==> config.mk <==
export PLATFORM = sky130hd
export DESIGN_NAME = audio_sample_sched
export DESIGN_NICKNAME = d
export VERILOG_FILES = /design/src/rtl/audio_pkg.sv /design/src/rtl/audio_lat_cnt.sv /design/src/rtl/audio_sample_sched.sv
export SDC_FILE = /design/constraint.sdc
export NUM_CORES = 1
export LEC_CHECK = 0
export BUFFER_PORTS_ARGS = -buffer_cell sky130_fd_sc_hd__buf_2
export CAP_MARGIN = 40
export CORE_MARGIN = 5
export CORE_UTILIZATION = 25
export CTS_CLUSTER_SIZE = 12
export DETAILED_ROUTE_END_ITERATION = 8
export GPL_ROUTABILITY_DRIVEN = 0
export GPL_TIMING_DRIVEN = 0
export SETUP_SLACK_MARGIN = 0.05
export SYNTH_ARGS = -nofsm -noshare
export SYNTH_HDL_FRONTEND = slang
export SYNTH_HIERARCHICAL = 1
export SYNTH_SLANG_ARGS = --single-unit
export TNS_END_PERCENT = 1
==> constraint.sdc <==
create_clock -name CLOCK_50 -period 2.07 [get_ports CLOCK_50]
set_input_delay 0.207 -clock CLOCK_50 [delete_from_list [all_inputs] [get_ports CLOCK_50]]
set_output_delay 0.207 -clock CLOCK_50 [all_outputs]
set_load 0.02 [all_outputs]
==> src/rtl/audio_pkg.sv <==
// audio_pkg: shared scheduler state encoding and default codec/ROM widths.
package audio_pkg;

    localparam int DATA_W_DEF = 24;
    localparam int ADDR_W_DEF = 16;

    typedef enum logic [1:0] {
        IDLE,
        FETCH,
        XFER,
        GAP
    } state_t;

endpackage

==> src/rtl/audio_lat_cnt.sv <==
// audio_lat_cnt: loadable down-counter that times the ROM address-to-data latency.
module audio_lat_cnt #(
    parameter int W = 2
) (
    input  logic         CLOCK_50,
    input  logic         reset_n,
    input  logic         load,
    input  logic [W-1:0] load_val,
    input  logic         en,
    output logic         done
);

    logic [W-1:0] cnt;

    always_ff @(posedge CLOCK_50 or negedge reset_n) begin
        if (!reset_n)
            cnt <= '0;
        else if (load)
            cnt <= load_val;
        else if (en && cnt != '0)
            cnt <= cnt - 1'b1;
    end

    assign done = cnt == '0;

endmodule

==> src/rtl/audio_sample_sched.sv <==
// audio_sample_sched: paces codec transfers from the mic ADC or a tone ROM into the DAC.
// AUDIO_SAMPLE_SCHED_LOOP_EN: defined wraps the ROM at end of table, undefined stops and raises play_done.
module audio_sample_sched
    import audio_pkg::*;
#(
    parameter int DATA_W    = DATA_W_DEF,
    parameter int ADDR_W    = ADDR_W_DEF,
    parameter int ROM_DEPTH = 48000,
    parameter int ROM_LAT   = 2
) (
    input  logic              CLOCK_50,
    input  logic              reset_n,
    input  logic              read_ready,
    input  logic              write_ready,
    input  logic [DATA_W-1:0] readdata_left,
    input  logic [DATA_W-1:0] readdata_right,
    input  logic [DATA_W-1:0] rom_q,
    input  logic              src_sel,
    output logic              read,
    output logic              write,
    output logic [DATA_W-1:0] writedata_left,
    output logic [DATA_W-1:0] writedata_right,
    output logic [ADDR_W-1:0] rom_addr,
    output logic              play_done
);

    state_t            state, state_nx;
    logic [1:0]        rst_sync;
    logic              run;
    logic              rom_mode;
    logic              cnt_load;
    logic              lat_done;
    logic              cap_mic;
    logic              cap_rom;
    logic              at_end;
    logic [ADDR_W-1:0] addr_end;
    logic              done_end;

    // Reset release is retimed so the FSM never leaves IDLE on a metastable release edge.
    always_ff @(posedge CLOCK_50 or negedge reset_n) begin
        if (!reset_n)
            rst_sync <= 2'b00;
        else
            rst_sync <= {rst_sync[0], 1'b1};
    end

    assign run = rst_sync[1];

    audio_lat_cnt #(.W(2)) u_lat_cnt (
        .CLOCK_50 (CLOCK_50),
        .reset_n  (reset_n),
        .load     (cnt_load),
        .load_val (2'(ROM_LAT - 1)),
        .en       (state == FETCH),
        .done     (lat_done)
    );

    always_ff @(posedge CLOCK_50 or negedge reset_n) begin
        if (!reset_n)
            state <= IDLE;
        else
            state <= state_nx;
    end

    always_comb begin
        state_nx = state;
        cnt_load = 1'b0;
        cap_mic  = 1'b0;
        cap_rom  = 1'b0;
        read     = 1'b0;
        write    = 1'b0;
        case (state)
            IDLE: begin
                if (run && !src_sel && read_ready && write_ready) begin
                    state_nx = XFER;
                    cap_mic  = 1'b1;
                end else if (run && src_sel && write_ready && !play_done) begin
                    state_nx = FETCH;
                    cnt_load = 1'b1;
                end
            end
            FETCH: begin
                if (lat_done) begin
                    state_nx = XFER;
                    cap_rom  = 1'b1;
                end
            end
            XFER: begin
                state_nx = GAP;
                write    = 1'b1;
                read     = rom_mode ? read_ready : 1'b1;
            end
            default: state_nx = IDLE;
        endcase
    end

    assign at_end = rom_addr == ADDR_W'(ROM_DEPTH - 1);

`ifdef AUDIO_SAMPLE_SCHED_LOOP_EN
    assign addr_end = '0;
    assign done_end = 1'b0;
`else
    assign addr_end = rom_addr;
    assign done_end = 1'b1;
`endif

    always_ff @(posedge CLOCK_50 or negedge reset_n) begin
        if (!reset_n) begin
            rom_mode        <= 1'b0;
            writedata_left  <= '0;
            writedata_right <= '0;
            rom_addr        <= '0;
            play_done       <= 1'b0;
        end else begin
            if (state == IDLE && run) begin
                rom_mode <= src_sel;
                if (!src_sel) begin
                    rom_addr  <= '0;
                    play_done <= 1'b0;
                end
            end
            if (cap_mic) begin
                writedata_left  <= readdata_left;
                writedata_right <= readdata_right;
            end
            if (cap_rom) begin
                writedata_left  <= rom_q;
                writedata_right <= rom_q;
            end
            if (state == XFER && rom_mode) begin
                rom_addr  <= at_end ? addr_end : rom_addr + 1'b1;
                play_done <= at_end ? done_end : play_done;
            end
        end
    end

endmodule

==> results.json <==
{
  "status": "finished, final reports clean",
  "startpoint_type": "flip-flop",
  "power_mw": 7.20,
  "synth_edf_count": 0,
  "layoutNonFillerInstCount": 713,
  "cts_root_buf": "clkbuf_16",
  "synth_top_area_cell": "dfrtp_1",
  "antenna_found_initial": 2,
  "p_leak_nw": 2.34,
  "r2r_slack_ns": 0.12,
  "required_ns": 2.32,
  "ios": 144,
  "critical_path_arrival_ns": 2.21,
  "finalSetupViolations": 0,
  "synth_cells": 378,
  "cts_tree": "built",
  "clock_skew_ns": 0.00716,
  "endpoint_kind": "flip-flop",
  "drt_wl_total_um": 11600,
  "syn_area_mm2": 0.00344,
  "first_pass_iters": 5,
  "crit_type": "reg -> reg",
  "path_clk_slew_ns": 0.06,
  "cp_max_fo": 5,
  "avgSynthCellArea_um2": 9.10,
  "start_util_pct": 25.8,
  "hold_depth": 3,
  "synth_seq_area_share_pct": 52.4,
  "drtIter0Drc": 220,
  "critPathTopFamily": "simple AND/OR/NAND/NOR gates",
  "syn_to_final_growth_pct": 40.5,
  "numCtsBuffers": 9,
  "fmax_ghz": 0.512,
  "gr-total-overflow": 0,
  "synth.distinct_cells": 48,
  "grt_max_degree": 39,
  "async_flop_share_pct": 100,
  "synth-main-ff-cell": "dfrtp_1",
  "avgViaCountPerCell": 4.91,
  "drive_above_1_share_pct": 36.5,
  "wl_per_cell_um": 16.3,
  "grt_pass1_vias": 3700,
  "io_buffers": 143,
  "period_needed_ns": 1.95,
  "gr-usage-all-layers_pct": 14.6,
  "vias": 3503,
  "ys_ff_latch": 72,
  "hpwl_um": 8900,
  "rsz0062_at_grt": "true",
  "htree_num_levels": 3,
  "finalNetCount": 616,
  "cp_slowest_cell": "or4b_4",
  "rows": 42,
  "synth.most_common_cell": "nand2_1",
  "grt_pass1_wl_um": 18900,
  "cp_cell_sequence": "or4b_4 > or4_4 > nand4_2 > mux2i_1",
  "cap_violations": 0,
  "coreArea_mm2": 0.0133,
  "synth_top_area_share_pct": 52.4,
  "cp.buffers_inverters": 0,
  "route.detailed.drc": 0,
  "dp_cells": 699,
  "final_hold_viol_count": 0,
  "ant_nets": 0,
  "yosys_warnings": 6,
  "powerDensity_mw_per_mm2": 1490,
  "vdd_drop_max_mv": 0.579,
  "die_w_um": 127,
  "synth_commonest_cells": "nand2_1, dfrtp_1, a31oi_1",
  "crit_cells": 4,
  "cts_num_sinks": 72,
  "nFillCells": 1389,
  "reg2reg_depth": 4,
  "cts_buffer_depth": 2,
  "hold_path_class": "in -> reg",
  "slew_violations": 0,
  "synth_area_leaders": "dfrtp_1, nand2_1, a31oi_1, nor2_1, ha_1",
  "clk_latency_ns": 0.33,
  "antenna_cells": 0,
  "die_y_um": 127,
  "critical-path-max-stage-delay_ns": 0.60,
  "die-area_mm2": 0.0162,
  "finalCritPeriodShare_pct": 94.4
}
timing repair:
item / 4_1_cts / 5_1_grt
setup endpoints to repair: 56 / 53
endpoints found under the hold margin: 34 / 0
setup buffers: 0 / 0
pin swaps: 1 / 2
resized for setup: 17 / 21
hold buffers: 1 / 0
area by class of cell:
cell class,instances,area (µm²),share of cell area [%]
Multi-Input combinational cell,280,1580,32.8
Tap cell,176,220,4.56
Inverter,7,26.3,0.544
Clock inverter,2,60.1,1.24
Timing Repair Buffer,145,748,15.5
Buffer,18,109,2.25
Clock buffer,13,280,5.80
Sequential cell,72,1800,37.3
state kept, by name (all words and copies together), names as in the netlist:
name,flops
rom_mode,1
rst_sync,2
writedata_right,24
play_done,1
u_lat_cnt/cnt,2
state,2
rom_addr,16
writedata_left,24
stage by stage:
stage               setup TNS, ns  utilization, %  cell area (µm²)  worst slack (ns)  hold WS (ns)
floorplan                       0               -             3440            0.0875       -0.0886
global placement            -7.86            32.8             4380            -0.343         0.337
detailed placement         -10.10            33.0             4400            -0.421         0.201
CTS                             0            35.9             4790            0.0430         0.112
global route                    0            36.2             4830            0.0277         0.125
finish                          0            36.2             4830             0.117         0.130
cell usage in the layout (no fill, tap or decap), drive strengths merged, types with 3 or more instances in the layout:
cell type  netlist  final
buf              2    147
nand2          110    110
dfrtp           72     72
a31oi           52     52
nor2            29     29
clkbuf          18     28
nand4            8      8
nor3             8      8
o21ai            7      7
inv              7      7
a21oi            6      6
ha               6      6
and3             5      5
o211ai           4      4
conb             2      3
nand3            3      3
or4              3      3
nor4             3      3
or4b             3      3
worst reg2reg max path, cell delays in order, from the launching register on:
cell	delay, ns
dfrtp_1	0.42
or4b_4	0.60
or4_4	0.53
nand4_2	0.13
mux2i_1	0.19
path summary, 6_finish.rpt:
path / from / end
max: rom_addr[10]$_DFFE_PN0P_ / rom_addr[4]$_DFFE_PN0P_
min: readdata_left[12] / writedata_left[12]$_DFFE_PN0P_
max reg2reg: rom_addr[10]$_DFFE_PN0P_ / rom_addr[4]$_DFFE_PN0P_
min reg2reg: rst_sync[0]$_DFF_PN0_ / rst_sync[1]$_DFF_PN0_
max in group asynchronous: reset_n / writedata_left[9]$_DFFE_PN0P_
min in group asynchronous: reset_n / rom_addr[14]$_DFFE_PN0P_
logic make-up (layout without fill, tap and decap cells):
family                   count (synthesis)  count (layout)  synth area share (%)
other                                    2               3                 0.218
flip-flops                              72              72                  52.4
multiplexers                             4               4                  1.24
AO/OA/AOI/OAI                           84              84                  16.0
buffers and inverters                   27             185                  3.02
AND/OR/NAND/NOR                        183             183                  24.9
adder cells (fa/ha/maj)                  6               6                  2.18
per-layer routing:
| layer | share of wire [%] | track usage (%) | vias up |
|---|---|---|---|
| met4 | 2.8 | 6.56 | 4 |
| met5 | 0.18 | 0 | - |
| li1 | - | - | 1651 |
| met3 | 6.3 | 4.17 | 29 |
| met1 | 43 | 18.6 | 1672 |
| met2 | 48 | 23.2 | 147 |
power by group:
| group | internal [mW] | switching [mW] |
|---|---|---|
| logic | 1.10 | 1.90 |
| clock network | 1.18 | 0.575 |
| registers | 2.02 | 0.431 |
(Power assumes the default switching activity.)
